File: src/rtl/mem_arbiter.sv
// Two-master (fetch, load/store) arbiter onto one single-port word memory.
// Optional wait-state abort compiled in with MEM_ARB_TIMEOUT_EN.
module mem_arbiter #(
  parameter int AW      = 32,
  parameter int DW      = 32,
  parameter int TIMEOUT = 15
) (
  input  logic          clk,
  input  logic          rst,
  input  logic          if_req_i,
  input  logic [AW-1:0] if_addr_i,
  output logic [DW-1:0] if_data_o,
  output logic          if_valid_o,
  input  logic          ls_req_i,
  input  logic          ls_we_i,
  input  logic [AW-1:0] ls_addr_i,
  input  logic [DW-1:0] ls_wdata_i,
  output logic [DW-1:0] ls_rdata_o,
  output logic          ls_valid_o,
  output logic          hold_o,
  output logic          err_o,
  output logic          mem_en_o,
  output logic          mem_we_o,
  output logic [AW-1:0] mem_addr_o,
  output logic [DW-1:0] mem_wdata_o,
  input  logic [DW-1:0] mem_rdata_i,
  input  logic          mem_ready_i
);

  typedef enum logic [1:0] {IDLE, IF_BUSY, LS_BUSY} state_t;

  localparam logic [AW-1:0] WORD_MASK = ~AW'(3);

  state_t state, state_nxt;
  logic   ls_take, if_take, timeout, done;

  // A requester is ignored in the cycle of its own valid pulse.
  assign ls_take  = ls_req_i && !ls_valid_o;
  assign if_take  = if_req_i && !if_valid_o;
  assign hold_o   = (state == LS_BUSY) || ls_take;
  assign mem_en_o = (state != IDLE);
  assign done     = mem_ready_i || timeout;

`ifdef MEM_ARB_TIMEOUT_EN
  localparam int CW = $clog2(TIMEOUT + 1);

  logic [CW-1:0] wait_cnt;

  // A ready arriving on the last allowed cycle still completes normally.
  assign timeout = (state != IDLE) && !mem_ready_i && (wait_cnt == CW'(TIMEOUT));

  always_ff @(posedge clk) begin
    if (rst) begin
      wait_cnt <= '0;
      err_o    <= 1'b0;
    end else begin
      err_o <= timeout;
      if (state == IDLE)
        wait_cnt <= '0;
      else if (!mem_ready_i)
        wait_cnt <= wait_cnt + CW'(1);
    end
  end
`else
  assign timeout = 1'b0;
  assign err_o   = 1'b0;
`endif

  always_comb begin
    // NOTE: assign the default before any branch so no path leaves state_nxt
    // unassigned; otherwise synthesis infers a latch.
    state_nxt = state;
    unique case (state)
      IDLE: begin
        if (ls_take)
          state_nxt = LS_BUSY;
        else if (if_take)
          state_nxt = IF_BUSY;
      end
      IF_BUSY, LS_BUSY: begin
        if (done)
          state_nxt = IDLE;
      end
      default: state_nxt = IDLE;
    endcase
  end

  // NOTE: sequential state uses non-blocking assignments so every register
  // sees pre-edge values regardless of statement order.
  always_ff @(posedge clk) begin
    if (rst) begin
      state       <= IDLE;
      mem_we_o    <= 1'b0;
      mem_addr_o  <= '0;
      mem_wdata_o <= '0;
      if_valid_o  <= 1'b0;
      ls_valid_o  <= 1'b0;
      if_data_o   <= '0;
      ls_rdata_o  <= '0;
    end else begin
      state      <= state_nxt;
      if_valid_o <= 1'b0;
      ls_valid_o <= 1'b0;
      unique case (state)
        IDLE: begin
          if (ls_take) begin
            mem_we_o    <= ls_we_i;
            mem_addr_o  <= ls_addr_i & WORD_MASK;
            mem_wdata_o <= ls_wdata_i;
          end else if (if_take) begin
            mem_we_o   <= 1'b0;
            mem_addr_o <= if_addr_i & WORD_MASK;
          end
        end
        IF_BUSY: begin
          if (done) begin
            if_data_o  <= mem_ready_i ? mem_rdata_i : '0;
            if_valid_o <= 1'b1;
          end
        end
        LS_BUSY: begin
          if (done) begin
            ls_rdata_o <= (mem_ready_i && !mem_we_o) ? mem_rdata_i : '0;
            ls_valid_o <= 1'b1;
            mem_we_o   <= 1'b0;
          end
        end
        default: ;
      endcase
    end
  end

endmodule

File: config.mk
export PLATFORM = sky130hd
export DESIGN_NAME = mem_arbiter
export DESIGN_NICKNAME = d
export VERILOG_FILES = /design/src/rtl/mem_arbiter.sv
export SDC_FILE = /design/constraint.sdc
export NUM_CORES = 1
export LEC_CHECK = 0
export CAP_MARGIN = 5
export CORE_AREA = 2 2 101 141
export CTS_BUF_LIST = sky130_fd_sc_hd__clkbuf_8 sky130_fd_sc_hd__clkbuf_16
export DETAILED_ROUTE_END_ITERATION = 16
export DIE_AREA = 0 0 103 143
export PLACE_DENSITY = 0.79
export SETUP_SLACK_MARGIN = 0.05
export SYNTH_ARGS = -nofsm -noshare
export SYNTH_HDL_FRONTEND = slang
export SYNTH_SLANG_ARGS = --single-unit
File: constraint.sdc
create_clock -name clk -period 1.97 [get_ports clk]
set_input_delay 0.394 -clock clk [delete_from_list [all_inputs] [get_ports clk]]
set_output_delay 0.394 -clock clk [all_outputs]
set_load 0.03 [all_outputs]
### After elaboration in Yosys (flattened, before gate mapping)

Cells that the tools add are included.

* register bits: 133
* output and inout port bits: 134
* word-level logic and storage cells: 47

* equal/unequal tests: 5
* muxes and demuxes: 12
* bitwise operators: 2
* reductions and logical operators: 20

Operators by type and width (number)
* 2-to-1 mux 32 bit: 3
* AND reduction 2 bit: 5
* 2-to-1 mux 2 bit: 3
* nonzero test 2 bit: 3
* OR reduction 2 bit: 3
* 2-to-1 mux 1 bit: 4
* inequality test 2 bit, second input constant: 2
* one-hot mux 2 bit (2 select lines): 1
* logical AND 1 bit: 3
* zero test 1 bit: 3
* inequality test 3 bit, second input constant: 1
* AND reduction 3 bit: 1
* == test 2 x 1 -> 1 bit, second input constant: 1
* == test 2 bit, second input constant: 1
* zero test 2 bit: 1
* NOT 1 bit: 2
* one-hot mux 1 bit (2 select lines): 1
* logical OR 1 bit: 1

### Longest topological paths before layout

Gate-level depths: netlist of run 1.

* depth after elaboration: 5
* mapped depth: 8

### Worst setup path before layout of run 1

OpenSTA, ideal clock, no wires.

* path kind: reg2out
* from: register ls_valid_o
* to: output hold_o
* arrival time: 1.197 ns
* path slack: 0.379 ns
* cell stages (with the launch flop): 5
* cell sequence: dfxtp_1 nand2b_1 buf_6 buf_12 nand2b_1

* word-level cells in the longest chain between the ends: 3

Ends and longest elaborated chain
* start: declaration: line 19 `output logic ls_valid_o,`
* start signal: assignment: line 97 `ls_valid_o <= 1'b0;`
* start signal: assignment: line 103 `ls_valid_o <= 1'b0;`
* start signal: assignment: line 124 `ls_valid_o <= 1'b1;`
* zero test 1 bit: line 38 `assign ls_take = ls_req_i && !ls_valid_o;`
* logical AND 1 bit: line 38
* logical OR 1 bit: line 40 `assign hold_o = (state == LS_BUSY) || ls_take;`
* end: declaration: line 20 `output logic hold_o,`

Every way passes these cells.

### Final worst setup path of run 1

* from: register mem_addr_o[26]
* to: output mem_addr_o[26]

RTL lines
* start: declaration: line 24 `output logic [AW-1:0] mem_addr_o,`
* start signal: assignment: line 108 `mem_addr_o <= ls_addr_i & WORD_MASK;`
* start signal: assignment: line 112 `mem_addr_o <= if_addr_i & WORD_MASK;`

No word-level cell between the ends.

==> results of run 1 <==
-- layout make-up --
type                            count  area (sq um)  share of cell area
Timing Repair Buffer              282          2790               0.325
Sequential cell                   131          2620               0.305
Multi-Input combinational cell    383          2190               0.255
Clock buffer                       18           439              0.0511
Tap cell                          182           228              0.0265
Clock inverter                     14           200              0.0233
Inverter                           34           128              0.0148
-- cells by family (layout without fill, tap and decap cells) --
kind of cell / Yosys count / after routing
AOI/OAI and AO/OA: 134 / 134
adders and majority gates: 4 / 4
buffers and inverters: 91 / 348
DFF: 131 / 131
muxes: 30 / 30
other: 1 / 3
and+or+nand+nor: 212 / 212
-- state kept, by name, summed over array words and instances (netlist names) --
name         flops
ls_rdata_o      32
ls_valid_o       1
state            2
if_valid_o       1
mem_we_o         1
if_data_o       32
mem_addr_o      30
mem_wdata_o     32
-- cells in the mapped netlist --
master    number
mux2i_1       30
inv_1         34
and3b_1        1
nor3_1         3
nand3b_1       1
o21ai_0        1
nand2_1      162
buf_2         26
a21oi_1       98
buf_1          1
dfxtp_1      131
buf_4          8
buf_12         3
a211o_1        2
o211ai_1       1
nand4b_1      32
o32ai_2        2
nor4_1         2
nor2b_4        1
ha_1           4
nor2_1         3
nand2b_1       3
o21a_4         1
o32ai_1       28
o211a_1        1
buf_6          4
clkbuf_1      15
conb_1         1
and2_1         1
nor2b_1        3
-- path summary, 6_finish.rpt --
kind / from / endpoint / slack (ns) / cells after the start
max: mem_addr_o[26]$_SDFFE_PP0P_ / mem_addr_o[26] / 0.11 / 1
min reg2reg: ls_rdata_o[9]$_SDFFE_PP0P_ / ls_rdata_o[9]$_SDFFE_PP0P_ / 0.45 / 2
min: rst / ls_valid_o$_SDFF_PP0_ / 0.26 / 2
max reg2reg: state[0]$_SDFFE_PP0P_ / ls_rdata_o[4]$_SDFFE_PP0P_ / 0.22 / 5
-- per-stage QoR --
step | setup WS, ns | util
floorplan | 0.379 | -
global placement | 0.0981 | 0.595
detailed placement | 0.0650 | 0.595
CTS | 0.0724 | 0.643
global route | 0.0735 | 0.642
finish | 0.111 | 0.642
-- repair_timing --
item / in CTS / in global routing
gates resized for setup: 4 / 2
endpoints found under the setup margin: 2 / 1
buffers inserted: 0 / 0
-- routing by layer --
metal | vias up | GRT usage
li1 | 2534 | -
met1 | 2348 | 0.250
met2 | 175 | 0.390
met3 | 28 | 0.0671
met4 | 0 | 0.0838
met5 | - | 0
-- report_power, final --
group / internal [uW] / switching (uW) / total (uW)
Combinational: 835 / 1040 / 1870
Sequential: 2860 / 102 / 2960
Clock: 2170 / 1210 / 3380
Total: 5860 / 2350 / 8210
==> results.py, run 1 <==
metrics = {
    "synth": {
        "yosysWarnings": 0,
        "synth-compound-area-share": 0.156,
        "ys_types": 30,
        "yosys.area.top_type": "dfxtp_1",
        "syn_inst": 603,
        "synth_top_family_by_area": "simple AND/OR/NAND/NOR gates",
        "ys_ff_latch": 131,
        "synthDominantCellAreaShare": 0.496,
        "syn_area_per_cell_sq_um": 8.76,
        "yosys.area_share.simple": 0.189,
        "seq_area_frac_synth": 0.496,
        "synth_fa_ha_area_frac": 0.00947,
        "synthXorXnorAreaFrac": 0,
        "yosys-top-cells-area": "dfxtp_1 (50%), nand2_1 (12%), a21oi_1 (9.3%), mux2i_1 (5.7%), nand4b_1 (5.3%)",
        "syn_area_sq_um": 5280,
        "muxShareOfSynthArea": 0.0568,
    },
    "worst_setup_path": {
        "crit_path_cell_trace": "clkdlybuf4s50_1",
        "worst-path-max-fanout": 2,
        "end_kind": "primary output",
        "critPathMaxStageDelay_ns": 0.69,
        "cp_slowest_cell": "clkdlybuf4s50_1",
        "crit_required_ns": 1.58,
        "worstSetupPathType": "reg2out",
        "startpoint_type": "flip-flop",
        "cpLargestDelayFamily": "buffers and inverters",
        "crit_arrival_ns": 1.47,
        "cp_num_buf_inv": 1,
    },
    "detailed_routing": {
        "drc_errors": 0,
        "route.antenna.remaining_nets": 0,
        "via_per_inst": 4.87,
        "drt-met1-wl_mm": 6.38,
        "vias": 5085,
        "highest_layer": "met4",
        "wl_met3_mm": 1.09,
        "drt_first_pass_iters": 5,
        "wl_met2_mm": 8.53,
        "wl_per_cell_microns": 15.7,
        "drt_iter0_markers": 155,
        "wl_mm": 16.4,
    },
    "layout": {
        "fin_nets": 987,
        "syn2layout_area_growth_pct": 62.7,
        "fillers": 1174,
        "drive_above_1_share": 0.0731,
        "finish.instance_area_sq_um": 8600,
        "layout_common_cells": "clkdlybuf4s50_1 (255), nand2_1 (162), dfxtp_1 (131), a21oi_1 (98), inv_1 (34)",
        "n_antenna_cell": 0,
        "final_cells": 1044,
        "mostFrequentLayoutCell": "clkdlybuf4s50_1",
    },
    "sta": {
        "final_hold_viol_count": 0,
        "fin_crit_sh": 0.944,
        "maxSlewViolCount": 0,
        "period_minus_slack_ns": 1.86,
        "relSlewSlack": 0.605,
        "rsz0062_at_grt": "false",
        "worst_slew_pin_slew_ns": 0.593,
        "finalClockSkew_ns": 0.0150,
        "hold_ws_ns": 0.258,
        "clock.fmax_mhz": 538,
        "setup_viol": 0,
        "finalSetupTns_ns": 0,
    },
    "clock_tree": {
        "cts.sinks": 131,
        "ctsHtreeMaxLevel": 4,
        "cts_root_buffer": "clkbuf_16",
        "cts_hold_buf": 0,
        "clkTransAtPathRegs_ns": 0.06,
        "cts_tree": "yes",
        "clk_latency_ns": 0.41,
        "cts_max_path_buffers": 2,
        "cts_buffers": 17,
    },
    "power_and_ir_drop": {
        "p_per_area_nw_per_um2": 955,
        "leakage_uw": 0.00316,
        "p_total_uw": 8210,
        "ir_worst_vdd_v": 0.000540,
    },
    "global_route": {
        "globalRouteOverflowTotal": 0,
        "grt_start_max_net_pins": 51,
        "grt_pass1_wl_mm": 25.6,
        "grt_util_all_layers": 0.223,
        "antenna_found_initial": 0,
        "grt_pass1_vias": 5045,
    },
    "status": {
        "status": "finished, final reports clean",
    },
    "die": {
        "dieHeight_microns": 143,
        "design.core.area_sq_um": 13400,
        "initial_core_util": 0.395,
        "row_count": 50,
        "dieArea_sq_um": 14700,
        "die_w_microns": 103,
        "pin_count": 268,
    },
    "worst_hold_path": {
        "hp-class": "in2reg",
    },
    "place": {
        "dp_cells": 1012,
        "dpl.hpwl_mm": 11.8,
        "placed_area_sq_um": 7960,
        "place_congestion": 0.809,
        "portBuffers": 260,
    },
    "run": {
        "cap_violations": 0,
    },
}
Note: power is estimated with default switching activity, not from simulation.
==> run 2: changes to the inputs <==
Settings changed: CTS_CLUSTER_SIZE set to 8.
==> results of run 2 <==
Final layout, timing and power as in run 1 (identical DEF).
